File: src/rtl/nibble_serial_addsub.sv
// nibble_serial_addsub: W-bit add/subtract built from one 4-bit ripple slice,
// processing one nibble per clock with the carry chained through a register.
// Operands arrive on a valid/ready handshake; results and flags are held until
// the consumer takes them.
// Optional feature: define SAT_EN to clamp S on signed overflow.
module nibble_serial_addsub #(
  parameter int NIBBLES = 4
) (
  input  logic                 clk,
  input  logic                 rst_n,
  input  logic                 in_valid,
  output logic                 in_ready,
  input  logic [4*NIBBLES-1:0] A,
  input  logic [4*NIBBLES-1:0] B,
  input  logic                 ctrl,
  output logic                 out_valid,
  input  logic                 out_ready,
  output logic [4*NIBBLES-1:0] S,
  output logic                 Cout,
  output logic                 V,
  output logic                 Z
);

  localparam int W  = 4 * NIBBLES;
  localparam int IW = (NIBBLES > 1) ? $clog2(NIBBLES) : 1;

  typedef enum logic [1:0] {IDLE, RUN, DONE} state_t;

  state_t          state;
  logic [W-1:0]    a_q;
  logic [W-1:0]    b_q;
  logic            ctrl_q;
  logic            carry_reg;
  logic [IW-1:0]   idx;

  logic [3:0]      nib_a;
  logic [3:0]      nib_b;
  logic [3:0]      nib_s;
  logic [4:0]      c;
  logic [W-1:0]    s_next;
  logic            last;
`ifdef SAT_EN
  logic [W-1:0]    sat_val;
`endif

  // Accepting only in IDLE and never while reset is asserted.
  assign in_ready = rst_n & (state == IDLE);
  assign last     = (idx == IW'(NIBBLES - 1));

  // 4-bit ripple slice on the current nibble; B is inverted for subtract.
  always_comb begin
    nib_a  = a_q[idx*4 +: 4];
    nib_b  = b_q[idx*4 +: 4] ^ {4{ctrl_q}};
    nib_s  = '0;
    c      = '0;
    c[0]   = carry_reg;
    for (int unsigned b = 0; b < 4; b++) begin
      nib_s[b]   = nib_a[b] ^ nib_b[b] ^ c[b];
      c[b+1]     = (nib_a[b] & nib_b[b]) | (nib_a[b] & c[b]) | (nib_b[b] & c[b]);
    end
    s_next = S;
    s_next[idx*4 +: 4] = nib_s;
  end

`ifdef SAT_EN
  // Clamp value follows the sign of the latched A operand.
  always_comb begin
    sat_val = a_q[W-1] ? {1'b1, {(W-1){1'b0}}} : {1'b0, {(W-1){1'b1}}};
  end
`endif

  // Operation FSM: accept, run one nibble per cycle, hold result until taken.
  always_ff @(posedge clk) begin
    if (!rst_n) begin
      state     <= IDLE;
      idx       <= '0;
      S         <= '0;
      Cout      <= 1'b0;
      V         <= 1'b0;
      Z         <= 1'b0;
      out_valid <= 1'b0;
      carry_reg <= 1'b0;
    end else begin
      case (state)
        IDLE: begin
          if (in_valid) begin
            a_q       <= A;
            b_q       <= B;
            ctrl_q    <= ctrl;
            idx       <= '0;
            carry_reg <= ctrl;
            state     <= RUN;
          end
        end
        RUN: begin
          S         <= s_next;
          carry_reg <= c[4];
          idx       <= idx + 1'b1;
          if (last) begin
            Cout      <= c[4];
            V         <= c[3] ^ c[4];
            Z         <= (s_next == '0);
            out_valid <= 1'b1;
            state     <= DONE;
`ifdef SAT_EN
            // Later assignments override the wrapped S and its zero flag.
            if (c[3] ^ c[4]) begin
              S <= sat_val;
              Z <= 1'b0;
            end
`endif
          end
        end
        DONE: begin
          if (out_ready) begin
            out_valid <= 1'b0;
            state     <= IDLE;
          end
        end
        default: state <= IDLE;
      endcase
    end
  end

endmodule
File: config.mk
export PLATFORM = sky130hd
export DESIGN_NAME = nibble_serial_addsub
export DESIGN_NICKNAME = d
export VERILOG_FILES = /design/src/rtl/nibble_serial_addsub.sv
export SDC_FILE = /design/constraint.sdc
export NUM_CORES = 1
export LEC_CHECK = 0
export ABC_AREA = 0
export ABC_CLOCK_PERIOD_IN_PS = 9040
export BUFFER_PORTS_ARGS = -buffer_cell sky130_fd_sc_hd__buf_2
export CAP_MARGIN = 10
export CORE_ASPECT_RATIO = 0.6
export CORE_MARGIN = 10
export CORE_UTILIZATION = 53
export DETAILED_ROUTE_END_ITERATION = 8
export PLACE_DENSITY = 0.78
export SLEW_MARGIN = 10
export SYNTH_ARGS = -nofsm -noshare
export SYNTH_HDL_FRONTEND = slang
export SYNTH_SLANG_ARGS = --single-unit
File: constraint.sdc
create_clock -name clk -period 9.04 [get_ports clk]
set_clock_uncertainty 0.2 [all_clocks]
set_input_delay 0.904 -clock clk [delete_from_list [all_inputs] [get_ports clk]]
set_output_delay 0.904 -clock clk [all_outputs]
set_load 0.05 [all_outputs]
==> impl_metrics.sql, run 1 <==
INSERT INTO impl_metrics (metric_group, metric, value, unit) VALUES
('cts', 'cell_at_the_root_of_the_clock_tree', 'sky130_fd_sc_hd__clkbuf_8', ''),
('floorplanning', 'chipHeight', '74.6', 'um'),
('power', 'ir_drop_worst_case_vdd', '128', 'uV'),
('logic_synthesis', 'ys_seq_area_share', '56.6', '%'),
('setup_path', 'crit_type', 'reg -> reg', ''),
('timing', 'timing.final.crit_period', '4.21', 'ns'),
('global_routing', 'wire_length_of_the_first_global_routing_pass', '9290', 'um'),
('power', 'power.density', '197', 'nW/um^2'),
('finish', 'antenna-diode-count', '0', ''),
('logic_synthesis', 'synth_area_per_cell', '12.7', 'um^2'),
('timing', 'hold_viol_final', '0', ''),
('worst_hold_path', 'hold_path_class', 'reg -> reg', ''),
('setup_path', 'critical_path.top_delay_family', 'adder cells', ''),
('cts', 'h-tree-depth', '3', ''),
('placed_design', 'dp_hpwl', '4010', 'um'),
('finish', 'design_area', '3150', 'um^2'),
('drt', 'drc', '0', ''),
('logic_synthesis', 'postSynth.topFlopCell', 'sky130_fd_sc_hd__edfxtp_1', ''),
('timing', 'slew_headroom', '32.1', '%'),
('placed_design', 'gp_congestion', '0.892', ''),
('cts', 'cts_made_buffers', '9', ''),
('logic_synthesis', 'yosys_warnings', '0', ''),
('cts', 'hold_buffers', '0', ''),
('setup_path', 'buffers_plus_inverters_on_the_worst_setup_path', '1', ''),
('global_routing', 'antenna_found_initial', '0', ''),
('floorplanning', 'io_pins', '58', ''),
('global_routing', 'global_route.overflow_total', '0', ''),
('finish', 'top_regs', 'S (16), a_q (16), b_q (16)', ''),
('cts', 'tritoncts_clock_tree', 'built', ''),
('timing', 'max_slew_violation_count', '0', ''),
('drt', 'detail_route.wirelength', '5440', 'um'),
('floorplanning', 'fp.dieArea', '8280', 'um^2'),
('global_routing', 'vias_in_the_first_global_route', '1897', ''),
('setup_path', 'worst-path-max-fanout', '21', ''),
('drt', 'detailedRoute.firstIterationViolations', '141', ''),
('cts', 'insertion_delay', '0.34', 'ns'),
('power', 'total_leakage_power', '1.25', 'nW'),
('placed_design', 'placedInstanceArea', '2950', 'um^2'),
('logic_synthesis', 'yosysUniqueCellTypes', '48', ''),
('power', 'finalPower', '0.620', 'mW'),
('logic_synthesis', 'synth-edff-count', '33', ''),
('timing', 'setup_repair_after_global_routing_missed_its_margin', 'no', ''),
('logic_synthesis', 'synth_nets', '255', ''),
('finish', 'finish.net_count', '317', ''),
('cts', 'clock_sink_count', '58', ''),
('finish', 'layout.cells.most_common', 'sky130_fd_sc_hd__buf_2', ''),
('setup_path', 'max_stage_delay', '1.00', 'ns'),
('floorplanning', 'rows', '19', ''),
('setup_path', 'timing.critical_path.mode_cell', 'sky130_fd_sc_hd__fa_1', ''),
('status', 'status', 'finished clean', ''),
('drt', 'routedWlPerCell', '16.1', 'um'),
('timing', 'layout_worst_path_cycle_share', '46.6', '%'),
('drt', 'viasPerCell', '5.33', ''),
('setup_path', 'crit_arrival', '4.28', 'ns'),
('floorplanning', 'chipWidth', '111', 'um'),
('timing', 'timing.final.setup_violations', '0', ''),
('finish', 'fin_util', '67.4', '%'),
('logic_synthesis', 'synthesis.instances', '208', ''),
('timing', 'setup_tns', '0', 'ns'),
('finish', 'drive_above_1_share', '33.1', '%'),
('finish', 'n_fill_cell', '353', ''),
('logic_synthesis', 'async_flop_share', '0', '%'),
('setup_path', 'critPathSlowestCell', 'sky130_fd_sc_hd__dfxtp_1', ''),
('finish', 'layout.cells.non_filler', '338', ''),
('logic_synthesis', 'synth.cell_area', '2630', 'um^2'),
('setup_path', 'cp-end-kind', 'flip-flop', ''),
('placed_design', 'dpl.cell_count', '322', ''),
('global_routing', 'grt_max_degree', '34', ''),
('flow_run', 'drv_cap', '0', ''),
('setup_path', 'required', '9.11', 'ns'),
('floorplanning', 'placeableCoreArea', '4680', 'um^2');
==> tightest hold or removal path, stage by stage, from the launching register on <==
cell and delay, ns:
sky130_fd_sc_hd__dfxtp_1 0.31, sky130_fd_sc_hd__nand2_1 0.05, sky130_fd_sc_hd__a21boi_1 0.05
==> logic make-up (layout without fill, tap and decap cells) <==
group,Yosys count,in the layout,synth area share (%)
xor gates and xnor gates,5,5,1.66
DFF,58,58,56.6
muxes,9,9,7.22
buffers and inverters,16,83,3.33
and+or+nand+nor,74,74,15.8
AOI/OAI and AO/OA,36,36,9.50
adders and majority gates,10,10,5.89
==> cell type report <==
type	count	area share, %
clock buffers	9	3.93
clock inverters	7	2.50
inverters	9	1.07
multi-input cells	134	33.4
flip-flops and latches	58	47.3
well taps	63	2.50
repair buffers	58	9.28
==> report_power, final <==
| part | total [mW] | internal (mW) | switching, mW |
|---|---|---|---|
| clock network | 0.236 | 0.129 | 0.107 |
| registers | 0.297 | 0.289 | 0.00783 |
| logic | 0.0872 | 0.0360 | 0.0512 |
==> stage by stage <==
stage	hold WS [ns]	setup WS (ns)
global placement	0.243	4.96
floorplan	0.344	5.62
global route	0.288	4.51
detailed placement	0.250	4.84
CTS	0.260	4.82
finish	0.255	4.83
==> per-layer routing <==
metal,vias to the layer above,GRT usage [%],share of wire [%]
met3,5,7.79,8.9
met2,68,21.2,44
met4,0,4.31,0.72
met5,-,0,0
met1,847,17.4,47
li1,880,-,-
==> synthesized netlist by cell type, types with 3 or more instances <==
cell type | n | area [um^2]
sky130_fd_sc_hd__inv_1 | 8 | 30.0
sky130_fd_sc_hd__buf_6 | 3 | 33.8
sky130_fd_sc_hd__and2_1 | 7 | 43.8
sky130_fd_sc_hd__o211a_1 | 4 | 40.0
sky130_fd_sc_hd__ha_1 | 6 | 75.1
sky130_fd_sc_hd__dfxtp_1 | 25 | 500
sky130_fd_sc_hd__xnor2_1 | 3 | 26.3
sky130_fd_sc_hd__a22oi_1 | 5 | 37.5
sky130_fd_sc_hd__nor2_1 | 11 | 41.3
sky130_fd_sc_hd__edfxtp_1 | 33 | 991
sky130_fd_sc_hd__o21ai_1 | 7 | 35.0
sky130_fd_sc_hd__nand2_1 | 21 | 78.8
sky130_fd_sc_hd__fa_1 | 4 | 80.1
sky130_fd_sc_hd__a21oi_1 | 5 | 25.0
sky130_fd_sc_hd__o21ai_0 | 3 | 15.0
sky130_fd_sc_hd__nor2b_1 | 13 | 81.3
sky130_fd_sc_hd__mux4_2 | 8 | 180
==> path summary, 6_finish.rpt <==
path                from   end  slack (ns)  cells after the start
setup / recovery  idx[0]     Z        4.83                     11
hold / removal      Cout  Cout        0.25                      2
hold reg to reg     Cout  Cout        0.25                      2
setup reg to reg  idx[0]     Z        4.83                     11
Note: power is estimated with default switching activity, not from simulation.
==> inputs of run 2 (changes only) <==
--- a/config.mk
+++ b/config.mk
@@ -6,14 +6,14 @@
 export NUM_CORES = 1
 export LEC_CHECK = 0
 export ABC_AREA = 0
-export ABC_CLOCK_PERIOD_IN_PS = 9040
+export ABC_CLOCK_PERIOD_IN_PS = 3600
 export BUFFER_PORTS_ARGS = -buffer_cell sky130_fd_sc_hd__buf_2
 export CAP_MARGIN = 10
 export CORE_ASPECT_RATIO = 0.6
 export CORE_MARGIN = 10
-export CORE_UTILIZATION = 53
+export CORE_UTILIZATION = 48
 export DETAILED_ROUTE_END_ITERATION = 8
-export PLACE_DENSITY = 0.78
+export PLACE_DENSITY = 0.75
 export SLEW_MARGIN = 10
 export SYNTH_ARGS = -nofsm -noshare
 export SYNTH_HDL_FRONTEND = slang
==> constraint.sdc (replaced) <==
create_clock -name clk -period 3.6 [get_ports clk]
set_clock_uncertainty 0.2 [all_clocks]
set_input_delay 0.36 -clock clk [delete_from_list [all_inputs] [get_ports clk]]
set_output_delay 0.36 -clock clk [all_outputs]
set_load 0.05 [all_outputs]
==> impl_metrics.sql, run 2 (synthesized netlist as in run 1, its figures left out) <==
INSERT INTO impl_metrics (metric_group, metric, value, unit) VALUES
('drt', 'detailroute.via_count', '1912', ''),
('drt', 'detailedRoute.firstPassIterationCount', '4', ''),
('timing', 'max_freq', '291', 'MHz'),
('floorplanning', 'initial_utilization', '50.8', '%'),
('floorplanning', 'rows', '20', ''),
('global_routing', 'grtUsageMet3', '6.14', '%'),
('global_routing', 'vias_in_the_first_global_route', '2123', ''),
('timing', 'timing.final.crit_period', '3.43', 'ns'),
('finish', 'top_regs', 'S (16), a_q (16), b_q (16)', ''),
('drt', 'detail_route.wirelength', '6370', 'um'),
('setup_path', 'timing.reg2reg.worst_path_depth', '11', ''),
('setup_path', 'startpoint_class_of_the_critical_path', 'flip-flop', ''),
('finish', 'drive_above_1_share', '30.5', '%'),
('placed_design', 'placement.io_buffers', '57', ''),
('timing', 'worst_slew_pin_slew', '0.411', 'ns'),
('power', 'total_leakage_power', '1.42', 'nW'),
('global_routing', 'top_usage_layer', 'met2', ''),
('cts', 'insertion_delay', '0.35', 'ns'),
('setup_path', 'crit_arrival', '3.51', 'ns'),
('power', 'comb_power_share', '15.7', '%'),
('cts', 'cts_post_setup_buffers_inserted', '0', ''),
('setup_path', 'worst-path-max-fanout', '5', ''),
('cts', 'clkSlewWorstSetupHoldPaths', '0.07', 'ns'),
('floorplanning', 'fp.dieArea', '8950', 'um^2'),
('placed_design', 'gp_congestion', '0.830', ''),
('global_routing', 'groute.layer.met1.usage', '19.3', '%'),
('floorplanning', 'chipWidth', '116', 'um'),
('power', 'total_switching_power', '0.422', 'mW'),
('power', 'clock_power_share', '39.6', '%'),
('global_routing', 'grt_max_degree', '34', ''),
('drt', 'detailedRoute.firstIterationViolations', '143', ''),
('setup_path', 'crit_type', 'reg -> reg', ''),
('timing', 'setup_repair_after_global_routing_missed_its_margin', 'no', ''),
('power', 'power.share.switching', '25.5', '%'),
('worst_hold_path', 'hold_path_class', 'in -> reg', ''),
('global_routing', 'antenna_found_initial', '0', ''),
('cts', 'clock_tree.buffer_depth', '2', ''),
('timing', 'layout_worst_path_cycle_share', '95.3', '%'),
('power', 'power.share.sequential', '44.7', '%'),
('finish', 'finish.net_count', '353', ''),
('power', 'finalPower', '1.65', 'mW'),
('finish', 'area_growth_syn_to_layout', '33.9', '%'),
('cts', 'cell_at_the_root_of_the_clock_tree', 'sky130_fd_sc_hd__clkbuf_8', ''),
('drt', 'drc', '0', ''),
('setup_path', 'critPathCapture', 'Z', ''),
('finish', 'commonest_non_fill_non_tap_cells_in_the_layout', 'sky130_fd_sc_hd__buf_2, sky130_fd_sc_hd__edfxtp_1, sky130_fd_sc_hd__dlygate4sd3_1, sky130_fd_sc_hd__dfxtp_1, sky130_fd_sc_hd__nand2_1', ''),
('drt', 'routedWlPerCell', '16.9', 'um'),
('cts', 'clock_sink_count', '58', ''),
('drt', 'ant_nets', '0', ''),
('cts', 'tritoncts_clock_tree', 'built', ''),
('global_routing', 'use_met2', '23.3', '%'),
('setup_path', 'worst-r2r-setup-slack', '0.17', 'ns'),
('global_routing', 'wire_length_of_the_first_global_routing_pass', '10700', 'um'),
('cts', 'cts_made_buffers', '9', ''),
('global_routing', 'global_route.overflow_total', '0', ''),
('power', 'ir_drop_worst_case_vdd', '326', 'uV'),
('finish', 'layout.cells.most_common', 'sky130_fd_sc_hd__buf_2', ''),
('timing', 'slew_headroom', '72.6', '%'),
('power', 'power.density', '469', 'nW/um^2'),
('power', 'power_report.internal_total', '1.23', 'mW'),
('timing', 'timing.final.setup_violations', '0', ''),
('setup_path', 'cp-end-kind', 'flip-flop', ''),
('floorplanning', 'chipHeight', '77.4', 'um'),
('timing', 'setup_tns', '0', 'ns'),
('finish', 'fin_util', '68.1', '%'),
('timing', 'max_slew_violation_count', '0', ''),
('floorplanning', 'placeableCoreArea', '5180', 'um^2'),
('global_routing', 'grt_util_all_layers', '15.3', '%'),
('setup_path', 'timing.rr.start', 'b_q[8]', ''),
('setup_path', 'critical_path.startpoint', 'b_q[8]', ''),
('cts', 'h-tree-depth', '3', ''),
('finish', 'antenna-diode-count', '0', ''),
('timing', 'hold_viol_final', '0', ''),
('flow_run', 'drv_cap', '0', ''),
('placed_design', 'dp_hpwl', '4190', 'um'),
('setup_path', 'critical_r2r_capture', 'Z', ''),
('drt', 'viasPerCell', '5.07', ''),
('setup_path', 'required', '3.68', 'ns'),
('status', 'status', 'finished clean', ''),
('floorplanning', 'io_pins', '58', '');
[run 2: cell types whose count changed in the layout (fill, tap and decap cells not counted), sizes merged]
cell,previous run,this run
bufinv,1,2
dlygate4sd3,0,32
inv,10,9
buf,58,62
clkinv,2,4
clkinvlp,3,1
[run 2: what timing repair did]
item / in CTS / in global routing
endpoints found under the hold margin: 31 / 1
setup endpoints to repair: 0 / 1
hold buffers: 31 / 1
resized for setup: 0 / 1
[run 2: area by class of cell]
cell class | count | area (um^2)
Tap cell | 66 | 82.6
Timing Repair Buffer | 94 | 643
Clock inverter | 7 | 93.8
Clock buffer | 9 | 124
Inverter | 9 | 33.8
Fill cell | 387 | 1650
Sequential cell | 58 | 1490
Multi-Input combinational cell | 134 | 1060
[run 2: power groups by stage]
stage	clock [mW]	sequential [mW]	combinational, mW
after floorplan	0	0.769	0.144
after global placement	0	0.753	0.224
after detailed placement	0	0.754	0.225
after CTS	0.659	0.739	0.252
after global routing	0.698	0.741	0.282
final	0.654	0.739	0.259
[run 2: stage by stage]
step | hold WS [ns] | cells | setup slack (ns) | cell area (um^2)
3_5_place_dp | 0.250 | 329 | 0.209 | 2990
3_3_place_gp | 0.245 | 329 | 0.268 | 2990
6_report | 0.0187 | 377 | 0.169 | 3530
4_1_cts | 0.00177 | 376 | 0.198 | 3510
5_1_grt | 0.00910 | 377 | 0.0173 | 3530
2_1_floorplan | 0.259 | 208 | 0.176 | 2630
[run 2: worst max-delay path: stages (launching register included)]
cell	delay [ns]
sky130_fd_sc_hd__edfxtp_1	0.42
sky130_fd_sc_hd__mux4_2	0.48
sky130_fd_sc_hd__xnor2_1	0.15
sky130_fd_sc_hd__fa_1	0.38
sky130_fd_sc_hd__fa_1	0.36
sky130_fd_sc_hd__inv_1	0.07
sky130_fd_sc_hd__fa_1	0.23
sky130_fd_sc_hd__fa_2	0.51
sky130_fd_sc_hd__nor2b_1	0.18
sky130_fd_sc_hd__a221o_1	0.17
sky130_fd_sc_hd__nand4_1	0.08
sky130_fd_sc_hd__o21ai_1	0.13
[run 2: per-layer routing]
layer  wire (um)  vias to the layer above  part of all wire (%)
li1            -                      952                     -
met2        2920                       73                    46
met1        2870                      879                    45
met4          76                        0                   1.2
met5           0                        -                     0
met3         494                        8                   7.8
[run 2: worst min-delay path by stage]
stage / start / end / slack [ns] / cells past startpoint
3_3_place_gp: Cout / Cout / 0.24 / 2
4_1_cts: A[1] / a_q[1] / 0.002 / 1
3_5_place_dp: Cout / Cout / 0.25 / 2
2_1_floorplan: A[0] / a_q[0] / 0.26 / 0
6_report: ctrl / ctrl_q / 0.02 / 1
5_1_grt: ctrl / ctrl_q / 0.009 / 1
